### src/rtl/uart_pkg.sv
// ============================================================================
// Module      : uart_pkg
// Description : Shared UART definitions for the routed transmitter and the
//               matching receiver.
// Revision    : 1.0 - initial release
// ============================================================================
`default_nettype none

package uart_pkg;

    typedef enum logic [1:0] {
        IDLE  = 2'd0,
        START = 2'd1,
        DATA  = 2'd2,
        STOP  = 2'd3
    } uart_state_e;

    localparam logic UART_IDLE_LEVEL      = 1'b1;
    localparam int   DEFAULT_CLKS_PER_BIT = 434;
    localparam logic SEL_XBEE             = 1'b1;
    localparam logic SEL_GPS              = 1'b0;

    // Cycles from the first start-bit cycle to the last stop-bit cycle.
    function automatic int frame_cycles(input int clks_per_bit, input int stop_bits);
        return (9 + stop_bits) * clks_per_bit;
    endfunction

endpackage

`default_nettype wire

### src/rtl/uart_route_tx_if.sv
// ============================================================================
// Module      : uart_route_tx_if
// Description : Byte handshake and routed serial lines of the UART transmitter.
// Revision    : 1.0 - initial release
// ============================================================================
`default_nettype none

interface uart_route_tx_if;
    logic [7:0] TxData;
    logic       TxValid;
    logic       TxReady;
    logic       XbeeGpsSelect;
    logic       XbeeRx;
    logic       GpsRx;
    logic       Busy;

    modport master (
        output TxData,
        output TxValid,
        output XbeeGpsSelect,
        input  TxReady,
        input  XbeeRx,
        input  GpsRx,
        input  Busy
    );

    modport slave (
        input  TxData,
        input  TxValid,
        input  XbeeGpsSelect,
        output TxReady,
        output XbeeRx,
        output GpsRx,
        output Busy
    );
endinterface

`default_nettype wire

### src/rtl/uart_baud_counter.sv
// ============================================================================
// Module      : uart_baud_counter
// Description : Bit-period counter; pulses o_tick on the last cycle of a bit.
// Revision    : 1.0 - initial release
// ============================================================================
`default_nettype none

module uart_baud_counter #(
    parameter int CLKS_PER_BIT = 434
) (
    input  wire logic clk,
    input  wire logic rst_n,
    input  wire logic i_en,
    input  wire logic i_clr,
    output logic      o_tick
);

    localparam int             CNT_W    = $clog2(CLKS_PER_BIT);
    localparam logic [CNT_W-1:0] c_LAST = CNT_W'(CLKS_PER_BIT - 1);

    logic [CNT_W-1:0] r_cnt;
    logic             w_last;

    assign w_last = (r_cnt == c_LAST);
    assign o_tick = i_en & w_last & ~i_clr;

    always_ff @(posedge clk or negedge rst_n) begin
        if (!rst_n) begin
            r_cnt <= '0;
        end else if (i_clr) begin
            r_cnt <= '0;
        end else if (i_en) begin
            r_cnt <= w_last ? '0 : r_cnt + 1'b1;
        end
    end

endmodule

`default_nettype wire

### src/rtl/uart_route_tx.sv
// ============================================================================
// Module      : uart_route_tx
// Description : 8N1 UART transmitter routing each frame to the Xbee or GPS line.
// Revision    : 1.0 - initial release
// ============================================================================
`default_nettype none

module uart_route_tx
    import uart_pkg::*;
#(
    parameter int CLKS_PER_BIT = DEFAULT_CLKS_PER_BIT,
    parameter int STOP_BITS    = 1
) (
    input  wire logic       Clk,
    input  wire logic       ResetN,
    uart_route_tx_if.slave  bus
);

    localparam logic [1:0] S_IDLE  = IDLE;
    localparam logic [1:0] S_START = START;
    localparam logic [1:0] S_DATA  = DATA;
    localparam logic [1:0] S_STOP  = STOP;

    localparam logic [2:0] c_LAST_DATA_BIT = 3'd7;
    localparam logic [2:0] c_LAST_STOP_BIT = 3'(STOP_BITS - 1);

    logic [1:0] r_state;
    logic [2:0] r_bit;
    logic [7:0] r_data;
    logic       r_sel;
    logic       r_xbee;
    logic       r_gps;

    logic [1:0] w_state_nxt;
    logic [2:0] w_bit_nxt;
    logic [7:0] w_data_nxt;
    logic       w_sel_nxt;
    logic       w_level_nxt;
    logic       w_accept;
    logic       w_tick;

    assign w_accept = (r_state == S_IDLE) & bus.TxValid;

    uart_baud_counter #(
        .CLKS_PER_BIT (CLKS_PER_BIT)
    ) u_baud (
        .clk    (Clk),
        .rst_n  (ResetN),
        .i_en   (r_state != S_IDLE),
        .i_clr  (w_accept),
        .o_tick (w_tick)
    );

    always_comb begin
        w_state_nxt = r_state;
        w_bit_nxt   = r_bit;
        case (r_state)
            S_IDLE: begin
                if (w_accept) begin
                    w_state_nxt = S_START;
                    w_bit_nxt   = 3'd0;
                end
            end
            S_START: begin
                if (w_tick) begin
                    w_state_nxt = S_DATA;
                    w_bit_nxt   = 3'd0;
                end
            end
            S_DATA: begin
                if (w_tick) begin
                    if (r_bit == c_LAST_DATA_BIT) begin
                        w_state_nxt = S_STOP;
                        w_bit_nxt   = 3'd0;
                    end else begin
                        w_bit_nxt = r_bit + 3'd1;
                    end
                end
            end
            S_STOP: begin
                // The bit counter indexes stop bits when more than one is sent.
                if (w_tick) begin
                    if (r_bit == c_LAST_STOP_BIT) begin
                        w_state_nxt = S_IDLE;
                        w_bit_nxt   = 3'd0;
                    end else begin
                        w_bit_nxt = r_bit + 3'd1;
                    end
                end
            end
            default: begin
                w_state_nxt = S_IDLE;
                w_bit_nxt   = 3'd0;
            end
        endcase
    end

    assign w_data_nxt = w_accept ? bus.TxData        : r_data;
    assign w_sel_nxt  = w_accept ? bus.XbeeGpsSelect : r_sel;

    // Line level is computed from the next state so the flopped outputs change
    // on the same edge as the state, starting the start bit right after accept.
    always_comb begin
        w_level_nxt = UART_IDLE_LEVEL;
        case (w_state_nxt)
            S_START: w_level_nxt = 1'b0;
            S_DATA:  w_level_nxt = w_data_nxt[w_bit_nxt];
            default: w_level_nxt = UART_IDLE_LEVEL;
        endcase
    end

    always_ff @(posedge Clk or negedge ResetN) begin
        if (!ResetN) begin
            r_state <= S_IDLE;
            r_bit   <= 3'd0;
            r_data  <= 8'h00;
            r_sel   <= SEL_GPS;
            r_xbee  <= UART_IDLE_LEVEL;
            r_gps   <= UART_IDLE_LEVEL;
        end else begin
            r_state <= w_state_nxt;
            r_bit   <= w_bit_nxt;
            r_data  <= w_data_nxt;
            r_sel   <= w_sel_nxt;
            r_xbee  <= (w_sel_nxt == SEL_XBEE) ? w_level_nxt : UART_IDLE_LEVEL;
            r_gps   <= (w_sel_nxt == SEL_GPS)  ? w_level_nxt : UART_IDLE_LEVEL;
        end
    end

    assign bus.TxReady = (r_state == S_IDLE);
    assign bus.Busy    = (r_state != S_IDLE);
    assign bus.XbeeRx  = r_xbee;
    assign bus.GpsRx   = r_gps;

endmodule

`default_nettype wire

### src/flat_wrapper.sv
// flat-port wrapper written by rule: the top's interface ports become plain ports
module uart_route_tx_flat import uart_pkg::*;
#(
    parameter int CLKS_PER_BIT = DEFAULT_CLKS_PER_BIT,
    parameter int STOP_BITS    = 1
)
  (Clk, ResetN, bus_TxData, bus_TxValid, bus_XbeeGpsSelect, bus_TxReady, bus_XbeeRx, bus_GpsRx, bus_Busy);
  uart_route_tx_if bus_i ();
  input  wire logic Clk;
  input  wire logic ResetN;
  input wire logic [$bits(bus_i.TxData)-1:0] bus_TxData;
  input wire logic [$bits(bus_i.TxValid)-1:0] bus_TxValid;
  input wire logic [$bits(bus_i.XbeeGpsSelect)-1:0] bus_XbeeGpsSelect;
  output wire logic [$bits(bus_i.TxReady)-1:0] bus_TxReady;
  output wire logic [$bits(bus_i.XbeeRx)-1:0] bus_XbeeRx;
  output wire logic [$bits(bus_i.GpsRx)-1:0] bus_GpsRx;
  output wire logic [$bits(bus_i.Busy)-1:0] bus_Busy;
  assign bus_i.TxData = bus_TxData;
  assign bus_i.TxValid = bus_TxValid;
  assign bus_i.XbeeGpsSelect = bus_XbeeGpsSelect;
  assign bus_TxReady = bus_i.TxReady;
  assign bus_XbeeRx = bus_i.XbeeRx;
  assign bus_GpsRx = bus_i.GpsRx;
  assign bus_Busy = bus_i.Busy;
  uart_route_tx #(.CLKS_PER_BIT(CLKS_PER_BIT), .STOP_BITS(STOP_BITS)) u_core (.Clk(Clk), .ResetN(ResetN), .bus(bus_i));
endmodule
### config.mk
export PLATFORM = sky130hd
export DESIGN_NAME = uart_route_tx_flat
export DESIGN_NICKNAME = d
export VERILOG_FILES = /design/src/rtl/uart_pkg.sv /design/src/rtl/uart_route_tx_if.sv /design/src/rtl/uart_baud_counter.sv /design/src/rtl/uart_route_tx.sv /design/src/flat_wrapper.sv
export SDC_FILE = /design/constraint.sdc
export NUM_CORES = 1
export LEC_CHECK = 0
export CAP_MARGIN = 30
export CORE_MARGIN = 1
export CORE_UTILIZATION = 46
export CTS_CLUSTER_SIZE = 40
export DETAILED_ROUTE_END_ITERATION = 8
export GPL_ROUTABILITY_DRIVEN = 0
export PLACE_DENSITY = 0.7
export SLEW_MARGIN = 0
export SYNTH_ARGS = -nofsm -noshare
export SYNTH_HDL_FRONTEND = slang
export SYNTH_SLANG_ARGS = --single-unit
### constraint.sdc
create_clock -name Clk -period 1.7 [get_ports Clk]
set_input_delay 0.255 -clock Clk [delete_from_list [all_inputs] [get_ports Clk]]
set_output_delay 0.255 -clock Clk [all_outputs]
set_load 0.02 [all_outputs]
==> impl_metrics.ini <==
[synthesis]
synth_area_leader_cell = dfrtp_1
synth_top_family_by_area = simple AND/OR/NAND/NOR gates
synth_nets = 174
yosysWarningCount = 0
synth-compound-area-share_pct = 16.2
synthMuxAreaShare_pct = 3.20
synth_xor_area_share_pct = 1.24
yosys_register_bits = 25
synth_edf_count = 0
yosysSeqAreaShare_pct = 44.6
yosysTopAreaCellShare_pct = 40.9
syn_inst = 157
yosys.area_share.simple_pct = 26.8
synthArstFlopShare_pct = 100
synth_fa_ha_area_share_pct = 4.44
ys.flop_type = dfrtp_1
ys_top_cells_by_area = dfrtp_1 41%, nand2_1 9.3%, o21ai_0 5.3%, ha_1 4.4%, dfstp_2 3.7%
synth.distinct_cells = 39
avgSynthCellArea_um2 = 8.97
synth_area_um2 = 1410

[sta]
setup_ws_ps = -258
holdWs_ps = 269
fmax_mhz = 511
drv_slew = 0
period_share_pct = 115
fin_crit_ps = 1960
skew_ps = 3.21
tightest_slew_ps = 350
slew_headroom_pct = 76.6
timing_hold_violations_final = 0
rsz0062_at_grt = yes
finalSetupViolCount = 4

[die]
rows = 19
die_area_um2 = 3290
initial_core_util_pct = 49.8
die_w_um = 57.3
core-area_um2 = 2830
io_pins = 16
die_height_um = 57.3

[clock_network]
cts.path.max_buffers = 2
numCtsBuffers = 3
path_clk_slew_ps = 130
hold_buffers = 0
clock-sinks = 25
htreeDepth = 1
cts_tree = built
cts-root-buf = clkbuf_4
clk_latency_ps = 330

[critical_path]
worstPathRequired_ps = 1960
setup.worst_path.start_class = register
endpoint_kind = register
critical_path_class = register to register
crit_arrival_ps = 2220
worstPathMaxFanout = 4

[cells_and_area]
fin_area_um2 = 1960
layout.nets = 230
final_common_cell = buf_4
drive_gt1_share_pct = 31.1
area.growth.synth_to_final_pct = 38.8
finalNonFillerCells = 243
diodes = 0
fin_util_pct = 69.1
mostFrequentLayoutCells = 40 x buf_4, 33 x nand2_1, 23 x dfrtp_1

[routing]
routed_wl_um = 3310
drt-pass1-iter-count = 4
wire_per_inst_um = 13.6
drc_errors = 0
antenna_left = 0
drtIter0Drc = 57
num_vias = 1330
vias_per_cell = 5.47

[global_routing]
grt_usage_pct = 23.1
grt_max_degree = 26
antenna_found_initial = 0
gr-total-overflow = 0
grt_pass1_wl_um = 5790
grt_use_met2_pct = 40.4
top_usage_layer = met2
grt.met1_usage_pct = 30.3
grt_use_met3_pct = 2.72
grt_pass1_vias = 1354

[status]
status = finished, violations left
violations = setup timing

[pwr]
power.density_nw_per_um2 = 911
max-vdd-ir-drop_uv = 571
leakage_uw = 0.000927

[placement]
dp_hpwl_um = 2530
place_inst = 234
dp_slack_ps = -416
placed_cell_area_um2 = 1860
portBuffers = 15

[worst_hold_path]
hold_path_class = primary input to async pin

[job]
max_cap_violations = 0
[synth_stat cells, drive strengths merged (2+ instances only)]
cell,number
nand2,35
dfrtp,23
nor3,5
dfstp,2
or3,2
clkbuf,2
nand3b,2
nor2,9
nand3,8
and2,2
and3,2
buf,2
ha,5
mux2i,3
inv,7
a31oi,4
o31ai,3
xor2,2
a211o,2
nand2b,3
o21ai,15
a21oi,6
[through the flow]
stage / TNS [ps] / total power, µW
finish: -543 / 1780
global route: -1200 / 1900
CTS: -509 / 1760
detailed placement: -1650 / 1490
global placement: -1100 / 1460
floorplan: -246 / 1170
[report_power, final]
| part | switching [µW] | internal, µW |
|---|---|---|
| sequential | 74.4 | 744 |
| clock | 180 | 92.2 |
| combinational | 331 | 360 |
| total | 586 | 1200 |
[cell type report]
cell class                 count  area, µm²
clock buffer                   4       26.3
tap                           31       38.8
inverter                       7       26.3
multi-input combinational    121        792
fill                         224        873
timing repair buffer          55        444
sequential                    25        628
[worst paths after layout]
| check | start | to | slack (ps) | depth (start not counted) |
|---|---|---|---|---|
| max | u_core.u_baud.r_cnt[0] | u_core.bus.GpsRx | -260 | 7 |
| min | ResetN | u_core.u_baud.r_cnt[3] | 270 | 2 |
| max reg2reg | u_core.u_baud.r_cnt[0] | u_core.bus.GpsRx | -260 | 7 |
| min reg2reg | u_core.r_data[2] | u_core.r_data[2] | 480 | 2 |
| max in group asynchronous | ResetN | u_core.bus.GpsRx | 1140 | 2 |
| min in group Clk | bus_TxData[4] | u_core.r_data[4] | 440 | 3 |
[logic make-up after synthesis]
logic type	after synthesis
AND/OR/NAND/NOR	75
flip-flops	25
adder cells (fa/ha/maj)	5
buffers and inverters	11
multiplexers	4
AO/OA/AOI/OAI	35
XOR/XNOR	2
[metal layers]
metal | share of wire [%] | vias to the layer above
li1 | - | 662
met4 | 1.1 | 0
met1 | 46 | 636
met5 | 0 | -
met2 | 49 | 27
met3 | 3.6 | 5
[timing repair]
action | CTS | global route
endpoints found under the hold margin | 0 | 0
pin swaps | 3 | 3
endpoints found under the setup margin | 14 | 12
gates resized for setup | 15 | 8
setup buffers | 2 | 3
[registers in the layout (all words and copies together) (netlist names)]
register / flops
u_core.bus.GpsRx: 1
u_core.bus.XbeeRx: 1
u_core.r_bit: 3
u_core.r_data: 8
u_core.r_sel: 1
u_core.r_state: 2
u_core.u_baud.r_cnt: 9
[critical path, stage by stage, from the launching register on]
cell	delay, ps
dfrtp_1	410
ha_1	230
and4b_2	270
a31oi_2	360
o21ai_0	140
a21oi_1	200
a22oi_2	110
a31oi_1	180
No activity file was read; power rests on OpenSTA's default activity.
